### src/rtl/core_pkg.sv
// Shared types for the data-SRAM arbiter: FSM states, SRAM request bundle.
package core_pkg;

    localparam int DAT_AW = 16;

    typedef enum logic [1:0] {
        PRI_M0,
        PRI_M1,
        LOCK_M1
    } arb_st_e;

    typedef struct packed {
        logic [DAT_AW-1:0] a;
        logic [3:0]        we;
        logic [31:0]       wd;
        logic [3:0]        re;
    } sram_req_t;

endpackage

### src/rtl/u_dsram_arb.sv
// Two-master arbiter for the single-port data SRAM: core (m0) has fixed
// priority, the host port (m1) is promoted after STARVE_LIM lost cycles and
// may lock the port for read-modify-write. Read data is steered back to the
// master that issued the read one cycle earlier.
module u_dsram_arb
    import core_pkg::*;
#(
    parameter int STARVE_LIM = 4,
    parameter int CNT_W      = $clog2(STARVE_LIM + 1)
) (
    input  logic              clk,
    input  logic              rst,
    input  logic              m0_req,
    input  logic [DAT_AW-1:0] m0_a,
    input  logic [3:0]        m0_we,
    input  logic [31:0]       m0_wd,
    input  logic [3:0]        m0_re,
    output logic              m0_gnt,
    output logic              m0_rvalid,
    output logic [31:0]       m0_rd,
    input  logic              m1_req,
    input  logic [DAT_AW-1:0] m1_a,
    input  logic [3:0]        m1_we,
    input  logic [31:0]       m1_wd,
    input  logic [3:0]        m1_re,
    output logic              m1_gnt,
    output logic              m1_rvalid,
    output logic [31:0]       m1_rd,
    input  logic              m1_lock,
    output logic [DAT_AW-1:0] dat_a,
    output logic [3:0]        dat_we,
    output logic [31:0]       dat_wd,
    output logic [3:0]        dat_re,
    input  logic [31:0]       dat_rd
);

    arb_st_e          r_st;
    arb_st_e          w_st_nxt;
    logic [CNT_W-1:0] r_wcnt;
    logic [CNT_W-1:0] w_wcnt_nxt;
    logic             r_rd_pend;
    logic             r_rd_own;
    sram_req_t        w_m0;
    sram_req_t        w_m1;
    sram_req_t        w_sel;
    logic             w_rd_issue;

    assign w_m0 = '{a: m0_a, we: m0_we, wd: m0_wd, re: m0_re};
    assign w_m1 = '{a: m1_a, we: m1_we, wd: m1_wd, re: m1_re};

    // Grant selection: PRI_M0 favours the core, PRI_M1/LOCK_M1 favour the host.
    always_comb begin
        m0_gnt = 1'b0;
        m1_gnt = 1'b0;
        if (!rst) begin
            if (r_st == PRI_M0) begin
                if (m0_req)      m0_gnt = 1'b1;
                else if (m1_req) m1_gnt = 1'b1;
            end else begin
                if (m1_req)      m1_gnt = 1'b1;
                else if (m0_req) m0_gnt = 1'b1;
            end
        end
    end

    // SRAM request mux; a write suppresses any read enables in the same request.
    always_comb begin
        w_sel = '0;
        if (m1_gnt)      w_sel = w_m1;
        else if (m0_gnt) w_sel = w_m0;
        if (w_sel.we != '0) w_sel.re = '0;
    end

    assign dat_a      = w_sel.a;
    assign dat_we     = w_sel.we;
    assign dat_wd     = w_sel.wd;
    assign dat_re     = w_sel.re;
    assign w_rd_issue = (dat_re != '0);

    // Next-state and starvation-counter logic.
    always_comb begin
        w_st_nxt   = r_st;
        w_wcnt_nxt = r_wcnt;
        if (m1_gnt || !m1_req)
            w_wcnt_nxt = '0;
        else if (r_wcnt != CNT_W'(STARVE_LIM))
            w_wcnt_nxt = r_wcnt + 1'b1;
        unique case (r_st)
            PRI_M0: begin
                if (m1_gnt && m1_lock)
                    w_st_nxt = LOCK_M1;
                else if (m1_req && !m1_gnt && r_wcnt == CNT_W'(STARVE_LIM - 1))
                    w_st_nxt = PRI_M1;
            end
            PRI_M1: begin
                if (m1_gnt && m1_lock)
                    w_st_nxt = LOCK_M1;
                else if (m1_gnt || !m1_req)
                    w_st_nxt = PRI_M0;
            end
            LOCK_M1: begin
                if (!m1_lock)
                    w_st_nxt = PRI_M0;
            end
            default: w_st_nxt = PRI_M0;
        endcase
    end

    // State, counter and read-ownership registers.
    always_ff @(posedge clk) begin
        if (rst) begin
            r_st      <= PRI_M0;
            r_wcnt    <= '0;
            r_rd_pend <= 1'b0;
            r_rd_own  <= 1'b0;
        end else begin
            r_st      <= w_st_nxt;
            r_wcnt    <= w_wcnt_nxt;
            r_rd_pend <= w_rd_issue;
            r_rd_own  <= m1_gnt;
        end
    end

    // Read return steering; masked during reset so an in-flight read is dropped.
    always_comb begin
        m0_rvalid = r_rd_pend && !r_rd_own && !rst;
        m1_rvalid = r_rd_pend &&  r_rd_own && !rst;
        m0_rd     = m0_rvalid ? dat_rd : '0;
        m1_rd     = m1_rvalid ? dat_rd : '0;
    end

endmodule

### config.mk
export PLATFORM = sky130hd
export DESIGN_NAME = u_dsram_arb
export DESIGN_NICKNAME = d
export VERILOG_FILES = /design/src/rtl/core_pkg.sv /design/src/rtl/u_dsram_arb.sv
export SDC_FILE = /design/constraint.sdc
export NUM_CORES = 1
export LEC_CHECK = 0
export BUFFER_PORTS_ARGS = -buffer_cell sky130_fd_sc_hd__buf_2
export CAP_MARGIN = 0
export CORE_AREA = 2 2 106 108
export DETAILED_ROUTE_END_ITERATION = 12
export DIE_AREA = 0 0 108 110
export PLACE_DENSITY = 0.53
export SLEW_MARGIN = 20
export SYNTH_ARGS = -nofsm -noshare
export SYNTH_HDL_FRONTEND = slang
export SYNTH_SLANG_ARGS = --single-unit
### constraint.sdc
create_clock -name clk -period 1.7 [get_ports clk]
set_clock_uncertainty 0.1 [all_clocks]
set_input_delay 0.085 -clock clk [delete_from_list [all_inputs] [get_ports clk]]
set_output_delay 0.085 -clock clk [all_outputs]
set_load 0.01 [all_outputs]
### Word level (Yosys, flattened, before mapping)

Index checks and enable logic that the tools add are counted.

* mux-type cells: 19
* equal/unequal tests: 7
* reduce and logical (&&, ||, !) cells: 17
* add/sub/neg operators: 1

Operator list (count)
* $mux W56: 2
* $mux W32: 2
* $mux W2: 5
* $mux W1: 8
* $reduce_bool A4 Y1: 2
* $logic_and A1 B1 Y1: 7
* $ne A3 B3 Y1 const B: 2
* $pmux W2 S3: 1
* $logic_not A1 Y1: 4
* $mux W4: 1
* $add A3 B1 Y3 const B: 1
* $eq A3 B2 Y1 const B: 1
* $ne A3 B1 Y1 const B: 1
* $reduce_and A3 Y1: 1
* $eq A2 B1 Y1 const B: 1
* $eq A2 B2 Y1 const B: 1
* $logic_not A2 Y1: 1
* $ne A2 B2 Y1 const B: 1
* $reduce_or A2 Y1: 1
* $logic_or A1 B1 Y1: 1

* register bits: 7

### Depth between registers and ports, before layout

Gate-level depths: netlist of run 1.

* depth in word-level cells: 10
* depth in mapped cells: 6
* gate-level depth less buffers: 5

### Least setup slack after synthesis of run 1

OpenSTA, ideal clock, no wires.

* kind: register -> output
* start point: register r_st[1]
* end point: output port dat_wd[15]
* path slack: 0.315 ns
* path buffers: 1
* stages on the path, launching flop included: 5
* data required time: 1.515 ns
* data arrival time: 1.200 ns
* cells stage by stage: dfxtp_1 -> nor3b_4 -> nor2_4 -> buf_4 -> a22o_1

* cells in the longest elaborated chain, start to end: 5
* elaborated cells on any way between the ends: 7

Ends and longest elaborated chain
* from (decl): line u_dsram_arb.sv:37 `arb_st_e r_st;`
* from (signal assigned): line u_dsram_arb.sv:117 `r_st <= w_st_nxt;`
* $logic_not A2 Y1 (*): line u_dsram_arb.sv:56 `if (r_st == PRI_M0) begin`
* $mux W1: line u_dsram_arb.sv:56
* $mux W1: line u_dsram_arb.sv:55 `if (!rst) begin`
* $mux W56: line u_dsram_arb.sv:70 `else if (m0_gnt) w_sel = w_m0;`
* $mux W56 (*): line u_dsram_arb.sv:69 `if (m1_gnt) w_sel = w_m1;`
* to (decl): line u_dsram_arb.sv:32 `output logic [31:0] dat_wd,`

Every way passes the cells marked *; elsewhere a longest branch is shown, timed or not.

### Worst setup path after layout of run 1

* start point: register r_st[0]
* end point: output port dat_a[10]

* cells in the longest elaborated chain, start to end: 5
* elaborated cells on any way between the ends: 7

Ends and longest elaborated chain
* $logic_not A2 Y1 (*): line u_dsram_arb.sv:56
* $mux W1: line u_dsram_arb.sv:56
* $mux W1: line u_dsram_arb.sv:55
* $mux W56: line u_dsram_arb.sv:70
* $mux W56 (*): line u_dsram_arb.sv:69
* to (decl): line u_dsram_arb.sv:30 `output logic [DAT_AW-1:0] dat_a,`

Marked as above.

==> Flow_metrics.wiki, run 1 <==
{| class="wikitable"
! Metric !! Value
|-
| Critical path buffer and inverter count || 4
|-
| Pre-Repair DR Iteration Count || 6
|-
| Mean area per synthesized cell || approximately 8 um2
|-
| Crit path setup slack, layout || -0.0822 ns
|-
| Num rows || 38
|-
| Number of fillers in the final layout || roughly 1.1k
|-
| Final standard cell count with taps included and fillers excluded || approximately 600
|-
| Clock latency of the later-clocked register in the worst-skew pair || around 0.23 ns
|-
| Flip-flop and latch count after synthesis || 7
|-
| Slew Viols, Final || 0
|-
| CTS Root Buffer Type || clkbuf_8
|-
| Grt ovf || 0
|-
| Post-Syn Area || 0.00143 mm2
|-
| Proportion of layout cells with a drive suffix above 1 || 67.3%
|-
| Worst-case headroom to the max-slew limit || about two thirds
|-
| Area growth, synth to finish || 125%
|-
| Dominant delay contributor by cell family on the critical path || buffers and inverters
|-
| Total power density per cell area || 295 mW/mm2
|-
| Leakage power of the design || between 1.5 and 2 nW
|-
| Total number of vias || approximately 2.6k
|-
| Post-place setup slack || -0.296 ns
|-
| Total half-perimeter wirelength after legalization and detailed placement || between 6 and 7 mm
|-
| Number of cells in the design after placement || between 500 and 600
|-
| Final routed wirelength across all metal layers || approximately 8.9 mm
|-
| Total design power || 0.947 mW
|-
| Number of global-route vias before repair || approximately 2.3k
|-
| Syn nets || about 330
|-
| Clock tree from TritonCTS || done
|-
| Kind of start point of the critical path || flop
|-
| Crit path max fanout || 7
|-
| Cell with the largest stage delay on the worst path || dfxtp_2
|-
| Die Y-Extent || approximately 110 um
|-
| Area of all placed cells without fillers || between 0.003 and 0.004 mm2
|-
| Accumulated negative setup slack || -2.12 ns
|-
| # DRC || 0
|-
| YS warnings || 0
|-
| Unrepaired setup endpoints after global routing || true
|-
| Ports placed on the boundary || 273
|-
| Mean number of vias per cell || approximately 4.3
|-
| Final #Nets || between 600 and 700
|-
| Cell seen most often among critical-path stages || buf_12
|-
| Die Width || between 100 and 150 um
|-
| Final antenna-violating net count || 0
|-
| Count of unique library cells instantiated by Yosys || 30
|-
| Min-delay worst type || in -> reg
|-
| Crit path arrival time || roughly 1.6 ns
|-
| Portion of the post-synthesis area used by sequential elements || a little under 10%
|-
| Placer Congestion || just over 0.8
|-
| Placeable core area || ~0.011 mm2
|-
| Die ar. || between 0.01 and 0.015 mm2
|-
| Clock buffers created by TritonCTS || 3
|-
| Cell types occupying the most area after synthesis || a22o_1 (32%), and2_1 (28%), dfxtp_1 (9.8%)
|-
| Critical path required time || 1.51 ns
|-
| Post-route fraction of the period consumed by the critical path || 105%
|-
| Final number of hold-violating endpoints || 0
|-
| Cell area after placement || 0.00291 mm2
|-
| CTS Sinks || 7
|-
| Maximum ir drop on the vdd rail || about 0.12 mV
|-
| Overall global routing resource usage || roughly an eighth
|-
| Final critical-path required period || around 1.8 ns
|-
| Biggest area consumer among synthesized cells || a22o_1
|-
| Wire length of the first global-routing pass || around 12 mm
|-
| CTS H-Tree Depth || 1
|-
| Cell chain of the critical path || buf_6 -> o21ai_2 -> and3b_2 -> buf_12 -> buf_12 -> a22o_1 -> buf_2
|-
| Hold-fix buffer count after cts || 0
|-
| First DRT Iteration DRCs || 120
|-
| Post-DR wirelength/cell || 14.9 um
|-
| Area share of the largest cell type after synthesis || a little under a third
|-
| Largest net degree at the start of global routing || 34
|-
| # Max-Cap Violations || 0
|-
| Type of the worst setup path || reg -> out
|-
| Number of port buffers || 272
|-
| Mapped Cells || around 180
|-
| Failing checks || negative setup slack
|-
| Final count of negative-setup-slack endpoints || 44
|-
| Kind of end point of the critical path || output pin
|-
| Highest clock rate || about 0.56 GHz
|-
| Post-CTS clock slew at the launch and capture registers of the worst setup and hold paths || 0.04 ns
|-
| Stage delay of the slowest cell on the critical path || 0.35 ns
|-
| Initial standard-cell utilization of the core || 13.3%
|-
| Status || complete, but fails checks
|-
| Largest buffer count on any clock path || 2
|-
| Slew of the pin with the lowest slew margin || approximately 0.5 ns
|-
| Initial antenna violation count || 5
|}
-- worst register-to-register path: cells and delay by family (launching register included) --
| family | cells | cell delay, ns |
|---|---|---|
| simple gates | 2 | 0.39 |
| flops | 1 | 0.35 |
| buf+inv | 2 | 0.28 |
| compound gates | 1 | 0.07 |
-- metal layers --
layer	GRT usage, %	vias to the layer above	wire [um]
met5	0	-	27
met4	3.11	4	78
met3	4.88	15	1060
met2	22.3	151	4280
met1	15.0	1183	3480
li1	-	1230	-
-- final timing paths --
path,start,end,slack (ns),depth (start not counted)
setup / recovery,r_st[0],dat_a[10],-0.08,7
setup reg to reg,r_st[1],r_st[1],0.40,5
hold reg to reg,r_wcnt[2],r_wcnt[1],0.40,2
hold / removal,m1_lock,r_st[1],0.01,2
-- placed cells by master (no fill, tap or decap), types with 2 or more instances in the layout --
| cell type | instances |
|---|---|
| buf_2 | 269 |
| and2_1 | 64 |
| a22o_1 | 52 |
| buf_6 | 6 |
| buf_12 | 5 |
| buf_4 | 5 |
| dfxtp_1 | 5 |
| inv_1 | 4 |
| nor2_4 | 4 |
| diode_2 | 3 |
| a32o_2 | 3 |
| nor2_1 | 3 |
| ha_1 | 3 |
| clkbuf_8 | 3 |
| clkbuf_16 | 3 |
| and3b_1 | 2 |
| nand2_1 | 2 |
| a21oi_1 | 2 |
| nor4_1 | 2 |
-- cell usage after synthesis --
cell type and instances:
nor2_1 3, and2_1 64, buf_6 7, nor3b_2 1, nor4_1 2, buf_2 4, o31ai_1 1, inv_1 4
ha_1 3, a32o_1 4, or4_4 1, nand3b_1 1, nor3b_4 1, a21o_1 1, xnor2_1 1, and3b_1 3
nand3_1 1, a22o_1 52, dfxtp_1 7, o21ai_1 1, nand2_1 2, nor3_2 1, nor2_4 1, nand2b_1 1
buf_4 1, a21oi_1 2, nor4_2 1, or2b_1 1, o41a_1 1, clkbuf_1 6
-- report_power, final --
part / switching (mW) / internal, mW / leakage [nW] / total [mW]
clock: 0.0704 / 0.162 / 0.0228 / 0.233
combinational: 0.246 / 0.298 / 1.89 / 0.544
sequential: 0.00292 / 0.167 / 0.0581 / 0.170
total: 0.320 / 0.627 / 1.97 / 0.947
-- layout make-up --
| class | count | area (um2) | area share [%] |
|---|---|---|---|
| timing repair buffer | 288 | 1630 | 50.7 |
| inverter | 4 | 15.0 | 0.468 |
| multi-input combinational | 153 | 1190 | 37.2 |
| clock buffer | 4 | 45.0 | 1.40 |
| tap | 140 | 175 | 5.46 |
| antenna | 3 | 7.51 | 0.234 |
| sequential | 7 | 145 | 4.53 |
-- kinds of logic after synthesis --
group,Yosys count,synth area share (%)
and+or+nand+nor,84,39.3
AOI/OAI and AO/OA,62,37.6
buffers and inverters,22,10.1
DFF,7,9.82
adders and majority gates,3,2.63
xor gates and xnor gates,1,0.614
-- state kept, by name, summed over array words and instances, names as in the netlist --
register	flops
r_wcnt	3
r_st	2
r_rd_own	1
r_rd_pend	1
-- through the flow --
step,utilization (%),hold slack [ns]
after floorplan,-,0.141
after global placement,27.2,0.250
after detailed placement,27.2,0.251
after CTS,28.8,0.0168
after global routing,29.9,0.0172
final,30.0,0.0100
-- repair_timing --
action | 4_1_cts | 5_1_grt
cloned | 3 | 3
buffers inserted | 4 | 1
resized for setup | 14 | 8
setup endpoints to repair | 57 | 56
pin swaps | 3 | 16
Power figures use the tool's default switching activity.
==> run 2, diff against run 1 <==
--- a/config.mk
+++ b/config.mk
@@ -7,10 +7,12 @@
 export LEC_CHECK = 0
 export BUFFER_PORTS_ARGS = -buffer_cell sky130_fd_sc_hd__buf_2
 export CAP_MARGIN = 0
-export CORE_AREA = 2 2 106 108
+export CELL_PAD_IN_SITES_DETAIL_PLACEMENT = 0
+export CELL_PAD_IN_SITES_GLOBAL_PLACEMENT = 1
+export CORE_AREA = 2 2 104 106
 export DETAILED_ROUTE_END_ITERATION = 12
-export DIE_AREA = 0 0 108 110
-export PLACE_DENSITY = 0.53
+export DIE_AREA = 0 0 106 108
+export PLACE_DENSITY = 0.84
 export SLEW_MARGIN = 20
 export SYNTH_ARGS = -nofsm -noshare
 export SYNTH_HDL_FRONTEND = slang
==> run 2 against run 1 <==
Effect of this change: the run still ends with negative setup slack left; count of clock-buffer cells in the layout unchanged; critical endpoint is now dat_re[0]; worst hold slack improved by 0.0022 ns; critical path depth decreased by 2; die area decreased by 3.6%; critical path type unchanged; via count decreased by 3.4%.
==> Flow_metrics.wiki, run 2 (synthesis gave the netlist of run 1 again) <==
{| class="wikitable"
! Metric !! Value
|-
| Status || complete, but fails checks
|-
| Failing checks || negative setup slack
|-
| Final standard cell count with taps included and fillers excluded || 589
|-
| Type of the worst setup path || reg -> out
|-
| Cell area after placement || between 0.002 and 0.003 mm2
|-
| CTS H-Tree Depth || 1
|-
| Most common library cell in the layout ignoring fill and taps || buf_2
|-
| Worst Hold Launch || m1_lock
|-
| Crit path arrival time || approximately 1.5 ns
|-
| Largest net degree at the start of global routing || 42
|-
| Die ar. || around 0.011 mm2
|-
| Kind of start point of the critical path || flop
|-
| Critical path required time || 1.51 ns
|-
| Clock buffers created by TritonCTS || 3
|-
| # Max-Cap Violations || 0
|-
| Share of power burned in combinational logic || between 50 and 60%
|-
| Worst-case headroom to the max-slew limit || 69.0%
|-
| Clock latency of the later-clocked register in the worst-skew pair || around 0.22 ns
|-
| Final #Nets || slightly above 600
|-
| Slew of the pin with the lowest slew margin || approximately 0.46 ns
|-
| Initial standard-cell utilization of the core || 14.0%
|-
| Leakage power of the design || 1.92 nW
|-
| Design internal power || 0.616 mW
|-
| Area of all placed cells without fillers || 0.00308 mm2
|-
| Maximum ir drop on the vdd rail || 0.165 mV
|-
| Total half-perimeter wirelength after legalization and detailed placement || ~7.1 mm
|-
| Grt ovf || 0
|-
| Number of cells in the design after placement || roughly 580
|-
| Final number of hold-violating endpoints || 0
|-
| Highest clock rate || 0.586 GHz
|-
| Final routed wirelength across all metal layers || roughly 8.6 mm
|-
| Number of port buffers || 272
|-
| First DRT Iteration DRCs || 81
|-
| Critical path origin || r_st[1]
|-
| Area growth, synth to finish || 116%
|-
| Total number of vias || about 2.5k
|-
| Overall global routing resource usage || 12.9%
|-
| Num rows || 37
|-
| Net switching power || 0.313 mW
|-
| Biggest register || r_wcnt
|-
| Final count of negative-setup-slack endpoints || 1
|-
| Kind of end point of the critical path || output pin
|-
| Largest regs || r_wcnt (3), r_st (2)
|-
| Post-route fraction of the period consumed by the critical path || 100%
|-
| Final antenna-violating net count || 0
|-
| Crit path setup slack, layout || -0.00582 ns
|-
| Post-CTS clock slew at the launch and capture registers of the worst setup and hold paths || 0.04 ns
|-
| Number of global-route vias before repair || approximately 2.3k
|-
| Most frequent cells in the layout || buf_2 (272), and2_1 (64), a22o_1 (52), buf_4 (6), dfxtp_1 (5)
|-
| Largest buffer count on any clock path || 2
|-
| Mean number of vias per cell || approximately 4.2
|-
| Die Width || around 110 um
|-
| Wire length of the first global-routing pass || ~12 mm
|-
| Final critical-path required period || about 1.7 ns
|-
| Post-DR wirelength/cell || 14.7 um
|-
| Number of flip-flops in the largest register || 3
|-
| Crit path max fanout || 5
|-
| Number of fillers in the final layout || about 1.1k
|-
| Initial antenna violation count || 2
|-
| Sequential share of power || approximately 19%
|-
| Switching share of power || 33.7%
|-
| CTS Sinks || 7
|-
| # DRC || 0
|-
| Slew Viols, Final || 0
|-
| Proportion of layout cells with a drive suffix above 1 || around 66%
|-
| Unrepaired setup endpoints after global routing || true
|-
| Ports placed on the boundary || ~270
|-
| Placer Congestion || approximately 0.9
|-
| Min-delay worst type || in -> reg
|-
| CTS Root Buffer Type || clkbuf_8
|-
| Power share of the clock group || between 20% and 30%
|-
| Die Y-Extent || about 110 um
|-
| RR Startpoint || r_st[0]
|-
| Placeable core area || roughly 0.01 mm2
|-
| Final hold slack || between 0.01 and 0.015 ns
|-
| Pre-Repair DR Iteration Count || 4
|-
| Total power density per cell area || around 300 mW/mm2
|-
| Clock tree from TritonCTS || done
|}
-- run 2: worst paths after layout --
kind	endpoint	slack (ns)	cells past startpoint
setup / recovery	dat_re[0]	-0.006	5
hold / removal	r_st[1]	0.01	2
setup reg to reg	r_wcnt[2]	0.37	5
hold reg to reg	r_wcnt[1]	0.40	2
-- run 2: layout make-up --
| cell class | count | area, um2 | share of cell area (%) |
|---|---|---|---|
| Timing Repair Buffer | 285 | 1550 | 50.2 |
| Multi-Input combinational cell | 151 | 1160 | 37.6 |
| Tap cell | 136 | 170 | 5.52 |
| Sequential cell | 7 | 143 | 4.62 |
| Clock buffer | 4 | 45.0 | 1.46 |
| Inverter | 4 | 15.0 | 0.487 |
| Antenna cell | 2 | 5.00 | 0.162 |
-- run 2: metal layers --
metal / routed length (um) / global-route usage (%) / up-vias
li1: - / - / 1213
met2: 4290 / 23.0 / 129
met4: 63 / 3.48 / 0
met3: 682 / 2.71 / 6
met1: 3600 / 15.6 / 1147
met5: 0 / 0 / -
-- run 2: what timing repair did --
item                                    in CTS  in global routing
pin swaps                                    1                  3
gates cloned                                 0                  5
setup buffers                                2                  0
endpoints found under the setup margin      22                 54
hold buffers                                 0                  0
gates resized for setup                      0                  6
-- run 2: worst max-delay path, cell delays in order (launching register included) --
cell and delay, ns:
dfxtp_2 0.37, o21ai_2 0.08, and3b_2 0.29, buf_4 0.17, a32o_1 0.24, buf_2 0.14
-- run 2: stage by stage --
stage	utilization (%)	power, mW	TNS [ns]	setup WS, ns
after floorplan	-	0.372	0	0.315
after global placement	28.4	0.652	0	0.190
after detailed placement	28.4	0.659	0	0.181
after CTS	29.0	0.902	0	0.0121
after global routing	30.1	0.979	-1.61	-0.0551
final	30.1	0.928	-0.00582	-0.00582
-- run 2: power by group through the flow --
stage | sequential [mW] | combinational [mW] | clock (mW)
finish | 0.171 | 0.523 | 0.234
global route | 0.172 | 0.561 | 0.246
CTS | 0.171 | 0.491 | 0.240
detailed placement | 0.174 | 0.485 | 0
global placement | 0.173 | 0.479 | 0
floorplan | 0.173 | 0.199 | 0
==> run 3, diff against run 2 <==
--- a/config.mk
+++ b/config.mk
@@ -12,6 +12,7 @@
 export CORE_AREA = 2 2 104 106
 export DETAILED_ROUTE_END_ITERATION = 12
 export DIE_AREA = 0 0 106 108
+export GPL_TIMING_DRIVEN = 0
 export PLACE_DENSITY = 0.84
 export SLEW_MARGIN = 20
 export SYNTH_ARGS = -nofsm -noshare
==> run 3 against run 2 <==
Effect of this change: the run still ends with negative setup slack left; clock power about the same; count of clock-buffer cells in the layout is the same; via count increased by 2.7%; sequential power barely moved; critical path depth increased by 1; critical endpoint is now dat_wd[15]; setup slack lost 0.024 ns.
==> Flow_metrics.wiki, run 3 (synthesis gave the netlist of run 1 again) <==
{| class="wikitable"
! Metric !! Value
|-
| Min-delay worst type || in -> reg
|-
| Largest buffer count on any clock path || 2
|-
| Biggest register || r_wcnt
|-
| Placeable core area || approximately 0.010 mm2
|-
| Largest net degree at the start of global routing || 11
|-
| Number of cells in the design after placement || 587
|-
| Dominant delay contributor by cell family on the critical path || buffers and inverters
|-
| Kind of start point of the critical path || flop
|-
| Final critical-path required period || roughly 1.7 ns
|-
| Final routed wirelength across all metal layers || 8.82 mm
|-
| Clock tree from TritonCTS || done
|-
| First DRT Iteration DRCs || 142
|-
| Final antenna-violating net count || 0
|-
| Die ar. || approximately 0.011 mm2
|-
| Hold-fix buffer count after cts || 0
|-
| Cell chain of the critical path || o21ai_1 -> and3b_2 -> buf_8 -> clkbuf_16 -> a22o_1 -> buf_2
|-
| Clock latency of the later-clocked register in the worst-skew pair || approximately 0.22 ns
|-
| Mean number of vias per cell || between 4 and 5
|-
| Total half-perimeter wirelength after legalization and detailed placement || around 7.5 mm
|-
| Die Width || between 100 and 150 um
|-
| Ports placed on the boundary || roughly 270
|-
| # DRC || 0
|-
| Number of port buffers || approximately 270
|-
| Number of global-route vias before repair || 2347
|-
| Failing checks || negative setup slack
|-
| Most frequent cells in the layout || buf_2 (268), and2_1 (64), a22o_1 (52), buf_6 (13), buf_4 (10)
|-
| Maximum ir drop on the vdd rail || 0.217 mV
|-
| Wire length of the first global-routing pass || 12.0 mm
|-
| Initial standard-cell utilization of the core || between 10% and 20%
|-
| Largest regs || r_wcnt (3), r_st (2)
|-
| Post-route fraction of the period consumed by the critical path || 102%
|-
| Total number of vias || roughly 2.6k
|-
| Stage delay of the slowest cell on the critical path || around 0.36 ns
|-
| Kind of end point of the critical path || output pin
|-
| Num rows || 37
|-
| Most common library cell in the layout ignoring fill and taps || buf_2
|-
| Final count of negative-setup-slack endpoints || 16
|-
| Number of flip-flops in the largest register || 3
|-
| Unrepaired setup endpoints after global routing || true
|-
| Critical path required time || 1.51 ns
|-
| Placer Congestion || just over 0.9
|-
| Area growth, synth to finish || 123%
|-
| Initial antenna violation count || 0
|-
| Overall global routing resource usage || approximately an eighth
|-
| Highest clock rate || 0.578 GHz
|-
| CTS H-Tree Depth || 1
|-
| Grt ovf || 0
|-
| Crit path arrival time || 1.54 ns
|-
| Area of all placed cells without fillers || around 0.0032 mm2
|-
| Clock buffers created by TritonCTS || 3
|-
| Total power density per cell area || 296 mW/mm2
|-
| Cell area after placement || 0.00296 mm2
|-
| Die Y-Extent || around 110 um
|-
| Final hold slack || 0.00514 ns
|-
| Critical path buffer and inverter count || 3
|-
| Final #Nets || a little over 600
|-
| Post-CTS clock slew at the launch and capture registers of the worst setup and hold paths || 0.04 ns
|-
| CTS Sinks || 7
|-
| Type of the worst setup path || reg -> out
|-
| Cell with the largest stage delay on the worst path || dfxtp_4
|-
| Final standard cell count with taps included and fillers excluded || between 600 and 700
|-
| Status || complete, but fails checks
|-
| Crit path setup slack, layout || -0.0299 ns
|-
| Pre-Repair DR Iteration Count || 4
|-
| Crit path max fanout || 6
|-
| CTS Root Buffer Type || clkbuf_8
|-
| Number of antenna repair diodes || 0
|-
| Leakage power of the design || between 1.5 and 2 nW
|-
| Final number of hold-violating endpoints || 0
|-
| Worst-case headroom to the max-slew limit || 67.3%
|-
| # Max-Cap Violations || 0
|-
| Post-DR wirelength/cell || 14.6 um
|-
| Proportion of layout cells with a drive suffix above 1 || ~67%
|-
| Slew Viols, Final || 0
|-
| Slew of the pin with the lowest slew margin || 0.487 ns
|}
[run 3: power by group]
part | internal [mW] | switching (mW) | total (mW)
Clock | 0.162 | 0.0710 | 0.233
Combinational | 0.299 | 0.243 | 0.542
Sequential | 0.167 | 0.00315 | 0.170
Total | 0.628 | 0.317 | 0.945
[run 3: per-stage QoR]
step	setup slack [ns]	power [mW]	util, %	setup TNS (ns)
4_1_cts	-0.0614	0.927	30.0	-1.34
3_3_place_gp	0.0476	0.667	28.9	0
3_5_place_dp	0.0633	0.671	28.9	0
6_report	-0.0299	0.945	31.2	-0.207
2_1_floorplan	0.315	0.372	-	0
5_1_grt	-0.0941	1.01	31.2	-2.26
[run 3: layout make-up]
type / instances / area, um2
clock buffer: 4 / 45.0
fill: 1143 / 7040
multi-input combinational: 150 / 1150
timing repair buffer: 284 / 1510
inverter: 4 / 15.0
tap: 136 / 170
sequential: 7 / 145
buffer: 17 / 149
[run 3: worst paths after layout]
kind	from	endpoint	slack [ns]	depth (start not counted)
worst min-delay path	m1_lock	r_st[1]	0.005	2
worst min register to register	r_wcnt[1]	r_wcnt[1]	0.39	2
worst max register to register	r_st[1]	r_wcnt[2]	0.42	4
worst max-delay path	r_st[1]	dat_wd[15]	-0.03	6
[run 3: what timing repair did]
item,CTS,global route
setup endpoints to repair,84,85
gates resized for setup,12,23
pin swaps,1,7
buffers inserted,3,4
gates cloned,1,4
[run 3: metal layers]
| layer | up-vias | share of wire (%) | global-route usage (%) |
|---|---|---|---|
| met1 | 1195 | 42 | 16.7 |
| li1 | 1235 | - | - |
| met2 | 126 | 50 | 24.0 |
| met3 | 6 | 6.7 | 2.59 |
| met5 | - | 0 | 0 |
| met4 | 0 | 0.86 | 1.41 |
